==> config.mk <==
export PLATFORM = sky130hd
export DESIGN_NAME = countdown_counter
export DESIGN_NICKNAME = d
export VERILOG_FILES = /design/src/rtl/countdown_counter_pkg.sv /design/src/rtl/step_prescaler.sv /design/src/rtl/countdown_counter.sv
export SDC_FILE = /design/constraint.sdc
export NUM_CORES = 1
export LEC_CHECK = 0
export ABC_AREA = 1
export ABC_CLOCK_PERIOD_IN_PS = 5590
export CAP_MARGIN = 25
export CORE_UTILIZATION = 29
export CTS_CLUSTER_DIAMETER = 120
export DETAILED_ROUTE_END_ITERATION = 12
export HOLD_SLACK_MARGIN = 0.1
export PLACE_DENSITY_LB_ADDON = 0.05
export SLEW_MARGIN = 25
export SYNTH_ARGS = -nofsm -noshare
export SYNTH_HDL_FRONTEND = slang
export SYNTH_SLANG_ARGS = --single-unit
==> constraint.sdc <==
create_clock -name clk -period 5.59 [get_ports clk]
set_input_delay 1.118 -clock clk [delete_from_list [all_inputs] [get_ports clk]]
set_output_delay 1.118 -clock clk [all_outputs]
set_load 0.02 [all_outputs]
==> src/rtl/countdown_counter_pkg.sv <==
// Shared constants for the countdown counter and its prescaler.
// DEF_WIDTH: default datapath width; MODE_*: STOP_AT_ZERO values.
package countdown_counter_pkg;

  localparam int DEF_WIDTH = 32;

  localparam bit MODE_WRAP = 1'b0;
  localparam bit MODE_STOP = 1'b1;

endpackage

==> src/rtl/step_prescaler.sv <==
// Clock-enable prescaler: pulses step once every `duration` enabled cycles.
// Ports: clk, reset (async high), enable, clear, duration -> step.
module step_prescaler
  import countdown_counter_pkg::*;
#(
  parameter int WIDTH = DEF_WIDTH
) (
  input  logic             clk,
  input  logic             reset,
  input  logic             enable,
  input  logic             clear,
  input  logic [WIDTH-1:0] duration,
  output logic             step
);

  logic [WIDTH-1:0] div_cnt;
  logic             last;

  // >= rather than == so lowering duration mid-period cannot strand div_cnt
  // above the terminal value for a full 2^WIDTH wrap.
  assign last = (duration <= WIDTH'(1)) ||
                (div_cnt >= duration - WIDTH'(1));
  assign step = enable & last;

  always_ff @(posedge clk or posedge reset) begin
    if (reset) begin
      div_cnt <= '0;
    end else if (clear || step) begin
      div_cnt <= '0;
    end else if (enable) begin
      div_cnt <= div_cnt + WIDTH'(1);
    end
  end

endmodule

==> src/rtl/countdown_counter.sv <==
// Programmable down-counter with prescaled steps, wrap borrow or stop-at-0.
// Ports: clk, reset, enable, load, load_value, sup, duration -> number,
// borrow, zero, done.
module countdown_counter
  import countdown_counter_pkg::*;
#(
  parameter int WIDTH        = DEF_WIDTH,
  parameter bit STOP_AT_ZERO = MODE_WRAP
) (
  input  logic             clk,
  input  logic             reset,
  input  logic             enable,
  input  logic             load,
  input  logic [WIDTH-1:0] load_value,
  input  logic [WIDTH-1:0] sup,
  input  logic [WIDTH-1:0] duration,
  output logic [WIDTH-1:0] number,
  output logic             borrow,
  output logic             zero,
  output logic             done
);

  logic             step;
  logic [WIDTH-1:0] load_clamped;
  logic [WIDTH-1:0] cnt_q;
  logic             borrow_q;
  logic             done_q;

  step_prescaler #(
    .WIDTH(WIDTH)
  ) u_presc (
    .clk     (clk),
    .reset   (reset),
    .enable  (enable),
    .clear   (load),
    .duration(duration),
    .step    (step)
  );

  assign load_clamped = (load_value > sup) ? sup : load_value;

  always_ff @(posedge clk or posedge reset) begin
    if (reset) begin
      cnt_q    <= '0;
      borrow_q <= 1'b0;
      done_q   <= 1'b0;
    end else begin
      borrow_q <= 1'b0;
      if (load) begin
        cnt_q  <= load_clamped;
        done_q <= 1'b0;
      end else if (step) begin
        if (cnt_q > sup) begin
          cnt_q <= sup;
        end else if (cnt_q != '0) begin
          cnt_q <= cnt_q - WIDTH'(1);
        end else if (STOP_AT_ZERO) begin
          done_q <= 1'b1;
        end else begin
          cnt_q    <= sup;
          borrow_q <= 1'b1;
        end
      end
    end
  end

  assign number = cnt_q;
  assign borrow = borrow_q;
  assign zero   = (cnt_q == '0);
  assign done   = done_q;

endmodule
# Word-level counts from Yosys, hierarchy flattened
# Index checks and enable logic that the tools add are counted.
# totals
register_bits,65
in_bits,100
out_inout_bits,35
wordCells,28
# classes
addsub,3
magnitude_cmp,4
muxes,11
bitwise,1
n_reduce_logical,6
# op_table
cell,count
32-bit two-way mux,7
32-bit > comparator,2
"32-bit by 1-bit subtractor with 32-bit output, second input constant",2
"32-bit by 1-bit adder with 32-bit output, second input constant",1
32-bit greater-or-equal comparator,1
"32-bit by 1-bit <= comparator with 1-bit output, second input constant",1
32-bit zero test,1
32-bit nonzero test,1
1-bit two-way mux,4
2-bit nonzero test,2
1-bit logical OR,2
1-bit bitwise AND,1

# Longest topological paths before layout
# Gate-level depths: netlist of run 1.
# logic_depth
ltp_word,6
ltp_mapped,24
depth_no_buf,23

# Hierarchy
# Synthesis of run 1 repeated with hierarchy kept, for this count alone.
# hier_totals
hier_cells,1459
hier_area_um2,8941.1
# modules_own_cells
module,n_inst,cells_per_inst,area_per_inst_um2,seq_area_each_um2
countdown_counter,1,985,5580.4,825.8
step_prescaler,1,474,3360.7,800.8

# Worst setup path before layout of run 1
# OpenSTA, ideal clock, no wires.
# synth_path
kind,in2reg
startpoint,input duration[0]
endpoint,register u_presc.div_cnt[28]
setup_time_ps,118
arrival_ps,3727
required_time_ps,5472
setup_slack_ps,1744
cell_stages,23
n_path_buf,1
path_cell_list,inv_1 -> ha_1 -> nand2_1 -> nor2_2 -> nand2_2 -> nor2_2 -> inv_2 -> nor2_4 -> nand2_2 -> nor4_4 -> nand3_1 -> xor2_1 -> ha_1 -> nand2_1 -> nor2_1 -> nand2_1 -> nor2_1 -> nand4_1 -> nand4_2 -> nand2_4 -> nand2_4 -> buf_4 -> nor2_1
# synth_between
elab_chain_cells,6
word_cells_on_any_way,8
cone_classes,1 x add/sub; 2 x order compare; 1 x mux; 1 x bitwise; 3 x reduce/logical
# synth_lines
item,line,rtl
"start, declared",countdown_counter.sv:16,"input logic [WIDTH-1:0] duration,"
32-bit by 1-bit subtractor with 32-bit output,step_prescaler.sv:22,(div_cnt >= duration - WIDTH'(1));
32-bit greater-or-equal comparator,step_prescaler.sv:22,
1-bit logical OR *,step_prescaler.sv:21,assign last = (duration <= WIDTH'(1)) ||
1-bit bitwise AND *,step_prescaler.sv:23,assign step = enable & last;
1-bit logical OR *,step_prescaler.sv:28,end else if (clear || step) begin
32-bit two-way mux / 2-bit nonzero test (equally long branches),n/a,
"end signal, assigned",step_prescaler.sv:31,div_cnt <= div_cnt + WIDTH'(1);
"end, declared",step_prescaler.sv:16,logic [WIDTH-1:0] div_cnt;
# Every way passes the cells marked *; elsewhere a longest branch is shown, timed or not.
# A chain may end at the register's enable or synchronous reset.

# Worst setup path in the final report of run 1
# layout_path
startpoint,input duration[0]
endpoint,register cnt_q[19] (netlist: number[19])
# layout_between
elab_chain_cells,5
word_cells_on_any_way,6
cone_classes,1 x add/sub; 2 x order compare; 1 x bitwise; 2 x reduce/logical
# layout_lines
item,line,rtl
32-bit by 1-bit subtractor with 32-bit output,step_prescaler.sv:22,
32-bit greater-or-equal comparator,step_prescaler.sv:22,
1-bit logical OR *,step_prescaler.sv:21,
1-bit bitwise AND *,step_prescaler.sv:23,
2-bit nonzero test (no line) *,n/a,
"end signal, assigned",countdown_counter.sv:50,cnt_q <= load_clamped;
"end signal, assigned",countdown_counter.sv:54,cnt_q <= sup;
"end signal, assigned",countdown_counter.sv:56,cnt_q <= cnt_q - WIDTH'(1);
"end, declared",countdown_counter.sv:25,logic [WIDTH-1:0] cnt_q;
# Marked as above.

==> key figures, run 1 <==
Outcome
  – Outcome: finished clean

STA
  – RSZ-0062 raised after global routing: no
  – Fin. Hold Viols: 0
  – Max Fclk: ~210 MHz
  – Final setup fails: 0
  – Final slew viol count: 0
  – Clock Skew: a little over 8 ps
  – PnR worst setup slack: ~830 ps
  – Final worst-path cycle share: 0.851
  – Final Critical Period: ~4800 ps
  – Rel. slew slack: 0.420
  – Slew of the pin with the lowest slew margin: a little under 900 ps
  – Setup TNS: 0 ps

Worst hold path
  – Min-delay worst type: flop to flop

Power
  – Max IR drop VDD: approximately 0.12 mV
  – Clock power share: 0.274
  – Net Sw Frac: 0.427
  – Pleak: ~5.5 nW
  – P_int: 1.33 mW
  – Power Density: between 200 and 250 nW/µm²
  – Logic pwr share: 0.453
  – P_sw: 0.990 mW
  – Sequential cell fraction of total power: 0.273

Placed design
  – RePlAce Congestion: about 0.88
  – Setup WS pre-CTS: around 430 ps
  – Placed insts: 1951
  – DP HPWL: between 20000 and 25000 µm
  – IO Port Bufs: about 130

Yosys
  – Post-Syn Nets: 1662
  – Predominant post-synthesis flop cell: dfrtp_1
  – Syn Inst Count: around 1500
  – Post-synth EDFFs: 0
  – Area contributors post-synth: nand2_1 20%, dfrtp_1 18%, ha_1 14%
  – Ys Warns: 0
  – Synth cell types: 44
  – Post-synth ARST share: 1.00
  – Post-Syn Area per Cell: ~6.1 µm²
  – Synth area leader: nand2_1
  – Cell Area, Synth: a little under 9000 µm²
  – Register area share after synthesis: 0.183
  – Post-synth top area share: 0.195
  – Yosys reg bits: 65
  – Count leader, synth: nand2_1
  – Synth cell count leaders: 462 x nand2_1, 173 x inv_1, 170 x nand3_1

Floorplanning
  – Core area: 29900 µm²
  – FP Rows: 63
  – Die ar.: 31400 µm²
  – Die Span Y: around 180 µm
  – Die width: ~180 µm
  – Top-Level Pins: 135
  – Starting Density: 0.298

Clocking
  – Clk Latency, worst-skew pair: between 300 and 400 ps
  – Max clock buf depth: 2
  – Clock Sinks: 65
  – Clock transition at path regs: approximately 60 ps
  – H-Tree Depth: 3
  – Root buf cell: clkbuf_16
  – CTS tree: done
  – Postcts setup bufs: 0
  – CTS Hold Bufs: 0
  – Resize count post-CTS: 0
  – Total CTS buffers: 9

Route
  – Routed len/inst: roughly 16 µm
  – Post-DR vias/cell: 4.75
  – Routed vias: between 9000 and 10000
  – DRC: 0
  – Iteration-0 DRC Markers: 366
  – Post-route ant nets: 0
  – DRT Pass-1 Iters: 5
  – Routed Wire Length: 30800 µm

Final layout
  – # diodes: 0
  – Ratio of cells with drive above 1 in the final layout: 0.0558
  – Nets: about 1800
  – Syn-to-layout area delta: 22.3%
  – Post-Layout Cell Count: 1967

Worst setup path
  – Worst EP required: roughly 5900 ps
  – Startpoint types: primary input
  – Crit Path Class: primary input to flop
  – CP Capture Type: flop
  – WP data arrival: ~5000 ps
  – CP max FO: 27

Global route
  – Tot GR Track Use: 0.203
  – Largest net degree at the start of global routing: 55
  – First-pass GRT wire length: 49800 µm
  – Number of global-route vias before repair: between 9000 and 10000
  – Grt ovf: 0
  – Initial antenna violation count: 0

Flow run
  – Max-cap check violation count: 0
==> power by group through the flow <==
stage               clock (mW)  combinational (mW)  sequential [mW]
finish                   0.635                1.05            0.634
global route             0.667                1.20            0.644
CTS                      0.650                1.06            0.637
detailed placement           0                1.05            0.644
global placement             0                1.05            0.644
floorplan                    0               0.629            0.650
==> worst paths after layout <==
kind                                      from                   to  slack, ps  depth (start not counted)
min                        u_presc.div_cnt[31]  u_presc.div_cnt[31]        580                          2
min reg2reg                u_presc.div_cnt[31]  u_presc.div_cnt[31]        580                          2
max                                duration[0]           number[19]        830                         23
max reg2reg                          number[0]           number[20]       2570                         14
max in group asynchronous                reset  u_presc.div_cnt[16]       3430                          3
min in group asynchronous                reset           number[23]       1220                          2
==> cells by family (layout without fill, tap and decap cells) <==
family                     Yosys count  in the layout  synth area share
xor gates and xnor gates            58             58            0.0571
and+or+nand+nor                    898            898             0.447
AOI/OAI and AO/OA                  112            112            0.0654
buffers and inverters              226            342             0.105
other                                1              1          0.000422
DFF                                 65             65             0.183
adders and majority gates          101            101             0.142
==> cell type report <==
type | instances | area [µm²]
fillers | 3322 | 19000
well taps | 390 | 488
inverters | 180 | 676
flip-flops and latches | 65 | 1630
clock buffers | 9 | 225
repair buffers | 146 | 1430
multi-input cells | 1170 | 6330
clock inverters | 7 | 100
==> flip-flops by register name, summed over array words and instances (netlist names) <==
signal and flops:
u_presc.div_cnt 32, borrow 1, number 32
==> critical path, cell delays in order <==
cell             delay, ps
clkdlybuf4s50_1        450
inv_1                  140
ha_1                   200
nand2_1                 70
nor2_2                 130
nand2_2                100
nor2_2                 170
inv_2                   80
nor4_1                 420
nand2_1                140
xor2_1                 170
ha_1                   280
nand2_1                 50
nor2_1                 120
nand2_1                 90
nor2_1                 140
nand4_1                120
nand4_2                150
nand2_4                 60
nand2_4                300
buf_4                  340
nand2_1                100
nand2_1                 60
==> cell usage in the layout (no fill, tap or decap), types with 2 or more instances in the layout <==
master	n
clkdlybuf4s50_1	133
inv_2	9
nand3_2	2
o21ai_1	32
or2_2	3
buf_4	13
inv_6	2
nor2_4	5
ha_1	101
xnor2_1	14
nor4_4	2
nor2_1	163
nand3_1	170
clkbuf_16	9
o21ai_0	22
bufinv_16	2
inv_1	171
or2_1	6
xor2_1	44
a21oi_1	49
nand2_1	462
nand2_2	9
nand2_4	3
a21o_1	3
o21a_1	2
nor4_2	2
nor3_2	8
dfrtp_1	65
nor2_2	13
nor4_1	11
nor3_1	16
nand4_1	14
clkinv_4	2
and2_1	3
==> metrics by stage <==
| step | hold slack [ps] | power, mW | utilization | instance area, µm² |
|---|---|---|---|---|
| after floorplan | 502 | 1.28 | - | 8890 |
| after global placement | 559 | 1.69 | 0.353 | 10600 |
| after detailed placement | 578 | 1.70 | 0.353 | 10600 |
| after CTS | 589 | 2.35 | 0.364 | 10900 |
| after global routing | 623 | 2.51 | 0.364 | 10900 |
| final | 585 | 2.32 | 0.364 | 10900 |
==> routing by layer <==
| layer | routed length [µm] | GRT usage |
|---|---|---|
| met1 | 14400 | 0.257 |
| met2 | 15000 | 0.361 |
| met3 | 826 | 0.0176 |
| met4 | 634 | 0.0618 |
| met5 | 0 | 0 |
No activity file was read; power rests on OpenSTA's default activity.
==> run 2, diff against run 1 <==
--- a/config.mk
+++ b/config.mk
@@ -6,7 +6,7 @@
 export NUM_CORES = 1
 export LEC_CHECK = 0
 export ABC_AREA = 1
-export ABC_CLOCK_PERIOD_IN_PS = 5590
+export ABC_CLOCK_PERIOD_IN_PS = 4700
 export CAP_MARGIN = 25
 export CORE_UTILIZATION = 29
 export CTS_CLUSTER_DIAMETER = 120
==> constraint.sdc (replaced) <==
create_clock -name clk -period 4.7 [get_ports clk]
set_input_delay 0.94 -clock clk [delete_from_list [all_inputs] [get_ports clk]]
set_output_delay 0.94 -clock clk [all_outputs]
set_load 0.02 [all_outputs]
==> run 2 against run 1 <==
- clock power is 6.5% higher
- sequential share of layout area is 0.086 points lower
- first-iteration DRC count is 9.3% higher
- global-route usage is 0.20 points lower
- cell area is 0.58% higher
- clock skew is 5.1 ps lower
- routed wire length is 0.41% lower
- non-clock buffer count is 7 higher
- register-to-register slack worse by 680 ps
- power is 16% higher
- worst hold slack worse by 12 ps
==> key figures, run 2 (same netlist as run 1, synthesis figures left out) <==
Power
  – Power Density: 246 nW/µm² (+15%)
  – Max IR drop VDD: 0.201 mV (+68%)
  – Pleak: 5.49 nW (+0.57%)
  – P_sw: 1.15 mW (+16%)
  – Clock power share: 0.251 (-0.023)
  – Sequential cell fraction of total power: 0.278 (+0.005)
  – Net Sw Frac: 0.426 (-0.000880)
  – Logic pwr share: 0.471 (+0.018)
  – P_int: 1.54 mW (+16%)

Worst hold path
  – Hold Crit Start: u_presc.div_cnt[30]
  – Hold Crit Depth: 2 (unchanged)
  – Min-delay worst type: flop to flop

Floorplanning
  – Die Span Y: 177 µm (unchanged)
  – Starting Density: 0.298 (unchanged)
  – Die ar.: 31400 µm² (unchanged)
  – Die width: 177 µm (unchanged)
  – Core area: 29900 µm² (unchanged)
  – Top-Level Pins: 135 (unchanged)
  – FP Rows: 63 (unchanged)

Route
  – Post-DR vias/cell: 4.75 (about the same)
  – Routed len/inst: 15.5 µm (-0.67%)
  – DRC: 0 (unchanged)
  – Routed Wire Length: 30700 µm (-0.41%)
  – Post-route ant nets: 0 (unchanged)
  – Iteration-0 DRC Markers: 400 (+9.3%)
  – Routed vias: 9375 (+0.35%)
  – DRT Pass-1 Iters: 5 (unchanged)

Final layout
  – # diodes: 0 (unchanged)
  – Number of fill cells in the layout: 3321 (-0.030%)
  – Syn-to-layout area delta: 23.0%
  – Commonest non-fill, non-tap cell in the layout: nand2_1
  – Commonest non-fill, non-tap cells in the layout: 462 x nand2_1, 171 x inv_1, 170 x nand3_1
  – Nets: 1780 (+0.39%)
  – Ratio of cells with drive above 1 in the final layout: 0.0582 (+0.00235)

Clocking
  – Clock Sinks: 65 (unchanged)
  – Max clock buf depth: 2 (unchanged)
  – Postcts setup bufs: 0 (unchanged)
  – Resize count post-CTS: 0 (unchanged)
  – CTS Hold Bufs: 0 (unchanged)
  – Clock transition at path regs: 50 ps (about the same)
  – Total CTS buffers: 9 (unchanged)
  – Root buf cell: clkbuf_16
  – Clk Latency, worst-skew pair: 340 ps (about the same)
  – H-Tree Depth: 3 (unchanged)
  – CTS tree: done

STA
  – Rel. slew slack: 0.431 (+0.0102)
  – Final worst-path cycle share: 0.891
  – RSZ-0062 raised after global routing: no
  – Final slew viol count: 0 (unchanged)
  – Setup TNS: 0 ps (unchanged)
  – Slew of the pin with the lowest slew margin: 846 ps (-21.5 ps)
  – PnR worst setup slack: 513 ps (-322 ps)
  – Final setup fails: 0 (unchanged)
  – Final Critical Period: 4190 ps
  – Fin. Hold Viols: 0 (unchanged)
  – Max Fclk: 239 MHz
  – Clock Skew: 3.05 ps (-5.07 ps)

Outcome
  – Outcome: finished clean

Worst setup path
  – CP max FO: 32 (+19%)
  – R2R cell count: 14 (unchanged)
  – CP startpoint: duration[0]
  – WP data arrival: 4420 ps (-620 ps)
  – Worst EP required: 4930 ps (-940 ps)
  – CP Capture Type: flop
  – Crit Path Class: primary input to flop
  – R2r startpoint: number[0]
  – Startpoint types: primary input

Placed design
  – IO Port Bufs: 133 (unchanged)
  – Setup WS pre-CTS: 72.4 ps (-360 ps)
  – RePlAce Congestion: 0.851 (-3.1%)
  – DP HPWL: 24200 µm (+1.4%)

Global route
  – Number of global-route vias before repair: 9244 (-0.43%)
  – Tot GR Track Use: 0.201 (-0.00196)
  – Grt ovf: 0 (unchanged)
  – First-pass GRT wire length: 49200 µm (-1.1%)
  – Initial antenna violation count: 0 (unchanged)
  – Largest net degree at the start of global routing: 42 (-24%)

Flow run
  – Max-cap check violation count: 0 (unchanged)
## run 2: cell count changes in the layout (fill, tap and decap cells not counted), moves of 2 or more
| cell | previous run | this run |
|---|---|---|
| buf_12 | 0 | 4 |
| inv_6 | 2 | 0 |
| buf_4 | 13 | 16 |
| clkinv_4 | 2 | 0 |
## run 2: layout make-up
class                      instances  area (µm²)  share of cell area
clock buffer                      11         243              0.0222
multi-input combinational       1170        6330               0.579
sequential                        65        1630               0.149
tap                              390         488              0.0446
inverter                         180         676              0.0618
timing repair buffer             153        1530               0.140
clock inverter                     3        42.5             0.00389
## run 2: power groups by stage
stage               sequential (mW)  clock (mW)  combinational (mW)
floorplan                     0.773           0               0.748
finish                        0.747       0.676                1.27
CTS                           0.751       0.694                1.28
detailed placement            0.760           0                1.27
global route                  0.762       0.714                1.44
global placement              0.762           0                1.26
## run 2: worst paths after layout
path / slack [ps] / end
max in group asynchronous: 2710 / u_presc.div_cnt[4]
worst max register to register: 1890 / number[2]
min in group asynchronous: 1000 / number[23]
worst min-delay path: 570 / u_presc.div_cnt[30]
worst max-delay path: 510 / number[24]
worst min register to register: 570 / u_presc.div_cnt[30]
## run 2: per-layer routing
metal  track usage  part of all wire  vias to the layer above
met4        0.0442             0.012                        0
met2         0.360              0.49                      158
met5             0                 0                        -
met3        0.0189             0.032                       19
met1         0.258              0.46                     4291
li1              -                 -                     4907
## run 2: through the flow
step                      cells  hold WS [ps]  instance area (µm²)   util  power (mW)
after global routing       1972           591                10900  0.366        2.92
after global placement     1958           562                10700  0.357        2.03
final                      1972           573                10900  0.366        2.69
after floorplan            1461           502                 8890      -        1.52
after CTS                  1972           574                10900  0.366        2.72
after detailed placement   1958           565                10700  0.357        2.03
## run 2: worst max-delay path, stage by stage
cell and delay, ps:
clkdlybuf4s50_1 440, inv_1 130, ha_1 190, nand2_1 70
nor2_2 130, nand2_2 90, nor2_2 170, inv_2 80
nor2_4 100, nand2_2 100, nor4_4 180, nand3_1 120
xor2_1 160, ha_1 270, nand2_1 70, o21ai_0 80
a21o_1 150, a21oi_1 200, nand4_2 180, nand2_4 110
nand2_4 70, buf_12 210, nand2_1 80, nand2_1 50
